File: config.mk
export PLATFORM = sky130hd
export DESIGN_NAME = up_sample_schedule_ctrl
export DESIGN_NICKNAME = d
export VERILOG_FILES = /design/src/rtl/up_sample_pkg.sv /design/src/rtl/raster_counter.sv /design/src/rtl/up_sample_schedule_ctrl.sv
export SDC_FILE = /design/constraint.sdc
export NUM_CORES = 1
export LEC_CHECK = 0
export ABC_CLOCK_PERIOD_IN_PS = 4800
export CORE_MARGIN = 2
export CORE_UTILIZATION = 40
export CTS_CLUSTER_DIAMETER = 150
export CTS_CLUSTER_SIZE = 20
export DETAILED_ROUTE_END_ITERATION = 6
export GPL_ROUTABILITY_DRIVEN = 0
export PLACE_DENSITY = 0.66
export SKIP_CTS_REPAIR_TIMING = 1
export SKIP_LAST_GASP = 1
export SYNTH_ARGS = -nofsm -noshare
export SYNTH_HDL_FRONTEND = slang
export SYNTH_SLANG_ARGS = --single-unit
File: constraint.sdc
create_clock -name i_clk -period 4.8 [get_ports i_clk]
set_clock_uncertainty 0.1 [all_clocks]
set_input_delay 0.72 -clock i_clk [delete_from_list [all_inputs] [get_ports i_clk]]
set_output_delay 0.72 -clock i_clk [all_outputs]
set_load 0.03 [all_outputs]
File: src/rtl/up_sample_pkg.sv
// Shared types and geometry for the 2x nearest-neighbour up-sample scheduler.
// Default frame geometry; the top re-derives these from its own parameters.
package up_sample_pkg;

    typedef enum logic [1:0] {
        IDLE = 2'd0,
        RUN  = 2'd1,
        DONE = 2'd2
    } ctrl_state_t;

    localparam int IN_W_DEF       = 64;
    localparam int IN_H_DEF       = 64;
    localparam int SCALE_LOG2_DEF = 1;
    localparam int CW_DEF         = 16;

    localparam int OW    = IN_W_DEF << SCALE_LOG2_DEF;
    localparam int OH    = IN_H_DEF << SCALE_LOG2_DEF;
    localparam int IDX_W = $clog2(IN_W_DEF * IN_H_DEF) + 1;

endpackage

File: src/rtl/raster_counter.sv
// Row/column raster walker over a W x H extent; sticks at the last
// position once the final increment has been taken.
module raster_counter #(
    parameter int W  = 64,
    parameter int H  = 64,
    parameter int CW = 16
) (
    input  logic          i_clk,
    input  logic          i_rst_n,
    input  logic          i_clr,
    input  logic          i_inc,
    output logic [CW-1:0] o_row,
    output logic [CW-1:0] o_col,
    output logic          o_last,
    output logic          o_done
);

    logic [CW-1:0] r_row;
    logic [CW-1:0] r_col;
    logic          r_done;
    logic          w_col_end;

    assign w_col_end = (r_col == CW'(W - 1));
    assign o_last    = w_col_end && (r_row == CW'(H - 1));
    assign o_row     = r_row;
    assign o_col     = r_col;
    assign o_done    = r_done;

    always_ff @(posedge i_clk) begin
        if (!i_rst_n || i_clr) begin
            r_row  <= '0;
            r_col  <= '0;
            r_done <= 1'b0;
        end else if (i_inc && !r_done) begin
            if (o_last) begin
                r_done <= 1'b1;
            end else if (w_col_end) begin
                r_col <= '0;
                r_row <= r_row + CW'(1);
            end else begin
                r_col <= r_col + CW'(1);
            end
        end
    end

endmodule

File: src/rtl/up_sample_schedule_ctrl.sv
// Write/read schedule for the input-stencil buffer of the 2x up-sampler;
// reads are gated until their source input pixel has been written.
module up_sample_schedule_ctrl
    import up_sample_pkg::*;
#(
    parameter int IN_W       = IN_W_DEF,
    parameter int IN_H       = IN_H_DEF,
    parameter int SCALE_LOG2 = SCALE_LOG2_DEF,
    parameter int CW         = CW_DEF
) (
    input  logic               i_clk,
    input  logic               i_rst_n,
    input  logic               i_flush,
    input  logic               i_start,
    output logic               o_busy,
    output logic               o_done,
    input  logic               i_in_valid,
    output logic               o_in_ready,
    output logic               o_wen,
    output logic [2:0][CW-1:0] o_write_ctrl_vars,
    output logic               o_ren,
    output logic [2:0][CW-1:0] o_read_ctrl_vars,
    output logic               o_out_valid,
    input  logic               i_out_ready
);

    localparam int L_OW  = IN_W << SCALE_LOG2;
    localparam int L_OH  = IN_H << SCALE_LOG2;
    localparam int L_IDX = $clog2(IN_W * IN_H) + 1;

    ctrl_state_t      r_state;
    logic [L_IDX-1:0] r_wr_count;

    logic             w_rst;
    logic             w_clr;
    logic             w_run;
    logic             w_wen;
    logic             w_ren;
    logic             w_rd_adv;
    logic             w_dep_ok;
    logic [L_IDX-1:0] w_src;
    logic [CW-1:0]    w_wr_row;
    logic [CW-1:0]    w_wr_col;
    logic [CW-1:0]    w_rd_row;
    logic [CW-1:0]    w_rd_col;
    logic             w_wr_last;
    logic             w_rd_last;
    logic             w_wr_done;
    logic             w_rd_done;
    logic             w_unused_last;

    assign w_rst = !i_rst_n || i_flush;
    assign w_clr = i_flush || ((r_state == IDLE) && i_start);
    assign w_run = (r_state == RUN);

    assign o_in_ready = w_run && !w_wr_done;
    assign w_wen      = i_in_valid && o_in_ready;

    // Source pixel of the current output position in input raster order.
    assign w_src = L_IDX'(w_rd_row >> SCALE_LOG2) * L_IDX'(IN_W)
                 + L_IDX'(w_rd_col >> SCALE_LOG2);

    assign w_dep_ok = (w_src < r_wr_count);
    assign w_ren    = w_run && !w_rd_done && w_dep_ok;
    assign w_rd_adv = w_ren && i_out_ready;

    assign o_wen       = w_wen;
    assign o_ren       = w_ren;
    assign o_out_valid = w_ren;
    assign o_busy      = w_run;
    assign o_done      = (r_state == DONE);

    assign o_write_ctrl_vars = {CW'(0), w_wr_row, w_wr_col};
    assign o_read_ctrl_vars  = {CW'(0), w_rd_row, w_rd_col};

    assign w_unused_last = w_wr_last & w_rd_last;

    raster_counter #(.W(IN_W), .H(IN_H), .CW(CW)) u_wr_cnt (
        .i_clk   (i_clk),
        .i_rst_n (i_rst_n),
        .i_clr   (w_clr),
        .i_inc   (w_wen),
        .o_row   (w_wr_row),
        .o_col   (w_wr_col),
        .o_last  (w_wr_last),
        .o_done  (w_wr_done)
    );

    raster_counter #(.W(L_OW), .H(L_OH), .CW(CW)) u_rd_cnt (
        .i_clk   (i_clk),
        .i_rst_n (i_rst_n),
        .i_clr   (w_clr),
        .i_inc   (w_rd_adv),
        .o_row   (w_rd_row),
        .o_col   (w_rd_col),
        .o_last  (w_rd_last),
        .o_done  (w_rd_done)
    );

    always_ff @(posedge i_clk) begin
        if (w_rst || w_clr) begin
            r_wr_count <= '0;
        end else if (w_wen) begin
            r_wr_count <= r_wr_count + L_IDX'(1);
        end
    end

    always_ff @(posedge i_clk) begin
        if (w_rst) begin
            r_state <= IDLE;
        end else begin
            unique case (r_state)
                IDLE:    if (i_start) r_state <= RUN;
                RUN:     if (w_wr_done && w_rd_done) r_state <= DONE;
                DONE:    r_state <= IDLE;
                default: r_state <= IDLE;
            endcase
        end
    end

endmodule

==> results.md, run 1 <==
- DP Worst Slack: 350 ps
- Height of the die: 111 um
- Register Area: 1620 um^2
- Antenna cells: 0
- Largest net degree at the start of global routing: 33
- CP Class: reg2out
- CTS buffer count: 9
- Multi-input gate area: 2710 um^2
- RSZ-0062 raised after global routing: false
- Highest Clock Rate: 235 MHz
- Avg Cell Area, Syn: 8.23 um^2
- Most common cell after layout, fill and taps aside: dfxtp_1
- H-Tree Depth: 3
- Max Slew Vio Count: 0
- Clock Tree Root: clkbuf_16
- DRT iter0 DRCs: 162
- Measured slew at the worst slew-check pin: 956 ps
- Synth warn: 0
- Syn Inst Count: 561
- Die ar.: 12400 um^2
- TritonCTS clock tree: built
- Slowest stage delay, CP: 410 ps
- Area grow syn2layout: 22.3%
- Reg-to-Reg Start: u_rd_cnt.o_col[7]$_SDFFE_PP0P_
- Register area share after synthesis: 35.1%
- DRT antenna net count: 0
- Worst Setup End Kind: output port
- Longest Clk Path Bufs: 2
- Global-route wire length before repair: 18400 um
- Crit path max fanout: 7
- Top FF cell, synth: dfxtp_1
- Min Clock Period, post-route: 4250 ps
- Layout fillers: 1102
- CP startpoint kind: flop
- Vias per inst: 5.33
- Count of final hold-check violations: 0
- Placed inst area: 5370 um^2
- LEAKAGE: 0.00199 uW
- R2r setup slk: 710 ps
- 1st-pass router iterations: 5
- Via count: 4149
- Number of global-route vias before repair: 3801
- Tot Pwr: 1370 uW
- Critical path's most frequent cell: a21oi_1
- #FFs+latches synth: 81
- Final worst-path cycle share: 88.6%
- Setup violations, final: 0
- Hold path endpoint: r_state[0]$_SDFFE_PP0P_
- HP Start: r_state[1]$_SDFFE_PP0P_
- Unique cell type count in the Yosys netlist: 51
- Initial antenna violation count: 0
- Hold depth: 1
- # DRC: 0
- Row count: 39
- Slowest cell on the critical path: fa_1
- Total buffers and inverters traversed by the critical path: 1
- Worst endpoint required time: 3980 ps
- Die width: 111 um
- Number of synthesized flops with an enable pin: 0
- Num Clock Sinks: 81
- Top Family by Delay on Critical Path: compound AO/OA/AOI/OAI gates
- FF-to-FF End: u_rd_cnt.o_row[12]$_SDFFE_PP0P_
- Setup Total Neg Slack: 0 ps
- Post-DP HPWL: 8090 um
- Commonest cells after routing, fill and taps aside: 81 x dfxtp_1, 73 x clkdlybuf4s50_1, 66 x nor2_1, 37 x nand2_1, 35 x a21oi_1
- Status: completed
- Port bufs: 75
- Core region area: 11300 um^2
- CP Cell Sequence: ha_1 > fa_1 > a21oi_1 > nor2_1 > nor2_1 > o21bai_1 > a21oi_1 > xnor2_1 > ha_1 > a211oi_1 > o211ai_1 > a21oi_1 > and2_1 > dlymetal6s2s_1
- Hold Crit Class: reg2reg
- Arrival time at the worst endpoint: 3430 ps
- Post-synth ARST share: 0%
- WL final: 11100 um
- Total GRT Usage: 17.9%
- PwrDens: 243 nW/um^2
- Post-Layout Inst Area: 5650 um^2
- Slew HR: 36.3%
- Max-Cap Viols: 0
- Initial Util: 40.8%
- Hold slack: 357 ps
- Gr ovfl total: 0
- I/O pin count: 108
- Proportion of layout cells with a drive suffix above 1: 4.72%
- Drt wl/cell: 14.2 um
- Final net count: 663
- Netlist Area Pre-Place: 4620 um^2
- Worst r2r path cells: 15
- Maximum vdd ir drop: 0.126 mV
- Worst-Skew Late Latency: 340 ps
- Clk slew on worst S/H paths: 60 ps
- Worst setup margin: 548 ps
-- state kept, by name, summed over array words and instances (netlist names) --
| register | cells |
|---|---|
| r_state | 2 |
| r_wr_count | 13 |
| u_rd_cnt.o_col | 16 |
| u_rd_cnt.o_done | 1 |
| u_rd_cnt.o_row | 16 |
| u_wr_cnt.o_col | 16 |
| u_wr_cnt.o_done | 1 |
| u_wr_cnt.o_row | 16 |
-- logic make-up (layout without fill, tap and decap cells) --
group / Yosys count / in the layout / share of synthesized area [%]
mux: 4 / 4 / 0.867
flops: 81 / 81 / 35.1
buf+inv: 71 / 115 / 8.89
simple gates: 248 / 248 / 28.7
compound gates: 84 / 84 / 10.5
other cells: 1 / 32 / 0.0812
fa+ha+maj: 24 / 24 / 6.67
xor+xnor: 48 / 48 / 9.11
-- metal layers --
metal	share of wire, %	wire, um	global-route usage [%]
met2	46	5030	27.4
met5	0	0	0
met3	6.4	707	4.90
met1	46	5080	23.9
met4	2.0	225	7.57
-- per-stage QoR --
| stage | std cells | util, % |
|---|---|---|
| detailed placement | 765 | 47.4 |
| global placement | 765 | 47.4 |
| CTS | 779 | 49.8 |
| floorplan | 592 | - |
| finish | 779 | 49.9 |
| global route | 779 | 49.9 |
-- worst max path at each step --
| stage | cells past startpoint | start | slack [ps] | end |
|---|---|---|---|---|
| final | 14 | u_rd_cnt.o_col[7]$_SDFFE_PP0P_ | 550 | o_ren |
| after global routing | 14 | u_rd_cnt.o_col[7]$_SDFFE_PP0P_ | 290 | o_ren |
| after CTS | 14 | u_rd_cnt.o_col[7]$_SDFFE_PP0P_ | -30 | o_ren |
| after detailed placement | 14 | u_rd_cnt.o_col[7]$_SDFFE_PP0P_ | 350 | o_ren |
| after global placement | 14 | u_rd_cnt.o_col[7]$_SDFFE_PP0P_ | 480 | o_ren |
| after floorplan | 14 | u_rd_cnt.o_col[7]$_SDFFE_PP0P_ | 770 | o_ren |
-- where the power goes --
group / leakage (uW) / switching [uW] / internal (uW)
clock: 0.000133 / 267 / 371
sequential: 0.000652 / 0.671 / 673
combinational: 0.00121 / 52.9 / 8.94
-- Yosys cell counts, types with 2 or more instances --
library cell	number	area share [%]
ha_1	23	6.2
o21ai_0	21	2.3
nor2b_1	7	0.95
a21o_1	2	0.33
and3_1	13	1.8
nor3_1	7	0.76
xnor2_1	20	3.8
nor4_1	6	0.81
nand3_1	32	3.5
o21bai_1	2	0.33
nand4_1	23	3.1
o31ai_1	3	0.49
and2_1	8	1.1
buf_4	36	5.9
and4_1	6	1.1
xor2_1	28	5.3
o21a_1	3	0.49
nand2b_1	7	0.95
or2_2	3	0.41
clkbuf_1	11	0.89
or3_1	15	2.0
or4_1	10	1.6
a21oi_1	35	3.8
dfxtp_1	81	35
inv_1	21	1.7
nand2_1	37	3.0
o21ai_1	5	0.54
mux2i_1	4	0.87
nor2_1	66	5.4
a211oi_1	2	0.33
o211ai_1	4	0.65
-- final cells by class --
type                            count  area share, %
Timing Repair Buffer               79           13.9
Inverter                           22           1.46
Sequential cell                    81           28.7
Clock inverter                      3          0.310
Tap cell                          143           3.17
Clock buffer                       11           4.48
Multi-Input combinational cell    440           48.0
(Power assumes the default switching activity.)
==> run 2, diff against run 1 <==
- CTS_CLUSTER_SIZE: 20 -> 24
==> results of run 2 <==
Same layout as run 1: the final DEF is identical, and so are final timing and power.
==> run 3, diff against run 2 <==
- ABC_CLOCK_PERIOD_IN_PS: 4800 -> 3700
- PLACE_DENSITY: 0.66 -> 0.69
- SKIP_LAST_GASP: 1 -> not set
- clock period: 4.8 -> 3.7 ns (I/O delays scaled with it)
==> results.md, run 3 (synthesis results as in run 1) <==
- Count of final hold-check violations: 0 (unchanged)
- Antenna cells: 0 (unchanged)
- Number of global-route vias before repair: 4083 (was 3801)
- Initial antenna violation count: 0 (unchanged)
- WL final: 11800 um (was 11100 um)
- Vias per inst: 5.33 (about the same)
- CP Cell Sequence: ha_4 > fa_2 > a21oi_2 > nor2_1 > nor2_1 > o21bai_1 > a21oi_1 > xnor2_1 > ha_1 > nand4_1 > nand2b_2 > and2_4 > buf_4 (was ha_1 > fa_1 > a21oi_1 > nor2_1 > nor2_1 > o21bai_1 > a21oi_1 > xnor2_1 > ha_1 > a211oi_1 > o211ai_1 > a21oi_1 > and2_1 > dlymetal6s2s_1)
- Critical path's most frequent cell: nor2_1 (was a21oi_1)
- Worst Setup End Kind: output port (unchanged)
- CP startpoint kind: flop (unchanged)
- Highest Clock Rate: 261 MHz
- CP Class: reg2out (unchanged)
- Post-DP HPWL: 8040 um (was 8090 um)
- Arrival time at the worst endpoint: 3180 ps (was 3430 ps)
- Core region area: 11300 um^2 (unchanged)
- Setup violations, final: 9 (was 0)
- Total GRT Usage: 17.9% (about the same)
- Worst endpoint required time: 3040 ps (was 3980 ps)
- Slowest cell on the critical path: nand2b_2 (was fa_1)
- Hold Crit Class: reg2reg (unchanged)
- Global-route wire length before repair: 18600 um (was 18400 um)
- Drt wl/cell: 14.7 um (was 14.2 um)
- Port bufs: 75 (unchanged)
- H-Tree Depth: 3 (unchanged)
- Failing checks: negative setup slack
- Max Slew Vio Count: 0 (unchanged)
- Measured slew at the worst slew-check pin: 1190 ps (was 956 ps)
- Slew HR: 20.5% (was 36.3%)
- Worst-Skew Late Latency: 340 ps (about the same)
- I/O pin count: 108 (unchanged)
- CTS buffer count: 9 (unchanged)
- Via count: 4280 (was 4149)
- Setup Total Neg Slack: -561 ps (was 0 ps)
- Crit path max fanout: 9 (was 7)
- Clock Tree Root: clkbuf_16 (unchanged)
- Clk slew on worst S/H paths: 60 ps (about the same)
- # DRC: 0 (unchanged)
- Max-Cap Viols: 0 (unchanged)
- Most common cell after layout, fill and taps aside: dfxtp_1 (unchanged)
- Hold slack: 359 ps (was 357 ps)
- Area grow syn2layout: 32.4% (was 22.3%)
- Final net count: 686 (was 663)
- DRT antenna net count: 0 (unchanged)
- Min Clock Period, post-route: 3830 ps
- Row count: 39 (unchanged)
- RSZ-0062 raised after global routing: true (was false)
- Status: complete, but fails checks (was completed)
- Initial Util: 40.8% (unchanged)
- LEAKAGE: 0.00216 uW (was 0.00199 uW)
- Worst setup margin: -133 ps (was 548 ps)
- Maximum vdd ir drop: 0.176 mV (was 0.126 mV)
- Largest net degree at the start of global routing: 60 (was 33)
- Longest Clk Path Bufs: 2 (unchanged)
- Num Clock Sinks: 81 (unchanged)
- PwrDens: 302 nW/um^2 (was 243 nW/um^2)
- DRT iter0 DRCs: 272 (was 162)
- Commonest cells after routing, fill and taps aside: 79 x dfxtp_1, 73 x clkdlybuf4s50_1, 66 x nor2_1, 36 x nand2_1, 32 x conb_1 (was 81 x dfxtp_1, 73 x clkdlybuf4s50_1, 66 x nor2_1, 37 x nand2_1, 35 x a21oi_1)
- Slowest stage delay, CP: 380 ps (was 410 ps)
- Gr ovfl total: 0 (unchanged)
- Die ar.: 12400 um^2 (unchanged)
- Height of the die: 111 um (unchanged)
- 1st-pass router iterations: 4 (was 5)
- TritonCTS clock tree: built (unchanged)
- Die width: 111 um (unchanged)
- Final worst-path cycle share: 104%
- Proportion of layout cells with a drive suffix above 1: 13.5% (was 4.72%)
==> run 3: cell count changes in the layout (fill, tap and decap cells not counted), sizes merged <==
cell	delta
buf	+22
bufinv	+1
clkbuf	+2
clkinvlp	-1
dlymetal6s2s	-2
nand4b	+2
==> run 3: layout make-up <==
class	instances	area [um^2]
fillers	1023	5210
multi-input cells	442	2940
flip-flops and latches	81	1630
repair buffers	100	982
clock buffers	12	256
well taps	143	179
inverters	22	82.6
clock inverters	3	40.0
==> run 3: where the power goes <==
part	switching [uW]	internal [uW]	total, uW	leakage [uW]
Clock	340	553	893	0.000148
Sequential	0.880	872	873	0.000654
Combinational	69.3	11.4	80.7	0.00136
Total	410	1440	1850	0.00216
==> run 3: worst paths after layout <==
| check | slack [ps] | depth (start not counted) | from | endpoint |
|---|---|---|---|---|
| max reg2reg | -90 | 17 | u_rd_cnt.o_col[7]$_SDFFE_PP0P_ | u_rd_cnt.o_row[3]$_SDFFE_PP0P_ |
| min | 360 | 1 | r_state[1]$_SDFFE_PP0P_ | r_state[0]$_SDFFE_PP0P_ |
| max | -130 | 13 | u_rd_cnt.o_col[7]$_SDFFE_PP0P_ | o_out_valid |
| min reg2reg | 360 | 1 | r_state[1]$_SDFFE_PP0P_ | r_state[0]$_SDFFE_PP0P_ |
==> run 3: critical path, delay by kind of cell (launching register included) <==
family / cells / cell delay (ps)
simple gates: 5 / 990
xor+xnor: 1 / 110
buf+inv: 1 / 160
fa+ha+maj: 3 / 850
compound gates: 3 / 380
flops: 1 / 360
==> run 3: stage by stage <==
step | setup WS, ps | power (uW) | utilization (%) | area, um^2 | instances
final | -133 | 1850 | 54.0 | 6110 | 803
after global routing | -245 | 1900 | 54.0 | 6110 | 803
after CTS | -261 | 1870 | 50.8 | 5750 | 791
after detailed placement | -183 | 971 | 48.2 | 5460 | 776
after global placement | 10.5 | 971 | 48.2 | 5460 | 776
after floorplan | 20.5 | 982 | - | 4750 | 592
==> run 3: per-layer routing <==
layer  wire length, um  GRT usage [%]  share of wire, %  vias to the layer above
li1                  -              -                 -                     2107
met1              5400           22.5                46                     2042
met2              5760           30.0                49                      120
met3               497           4.19               4.2                       11
met4               135           6.75               1.1                        0
met5                 0              0                 0                        -
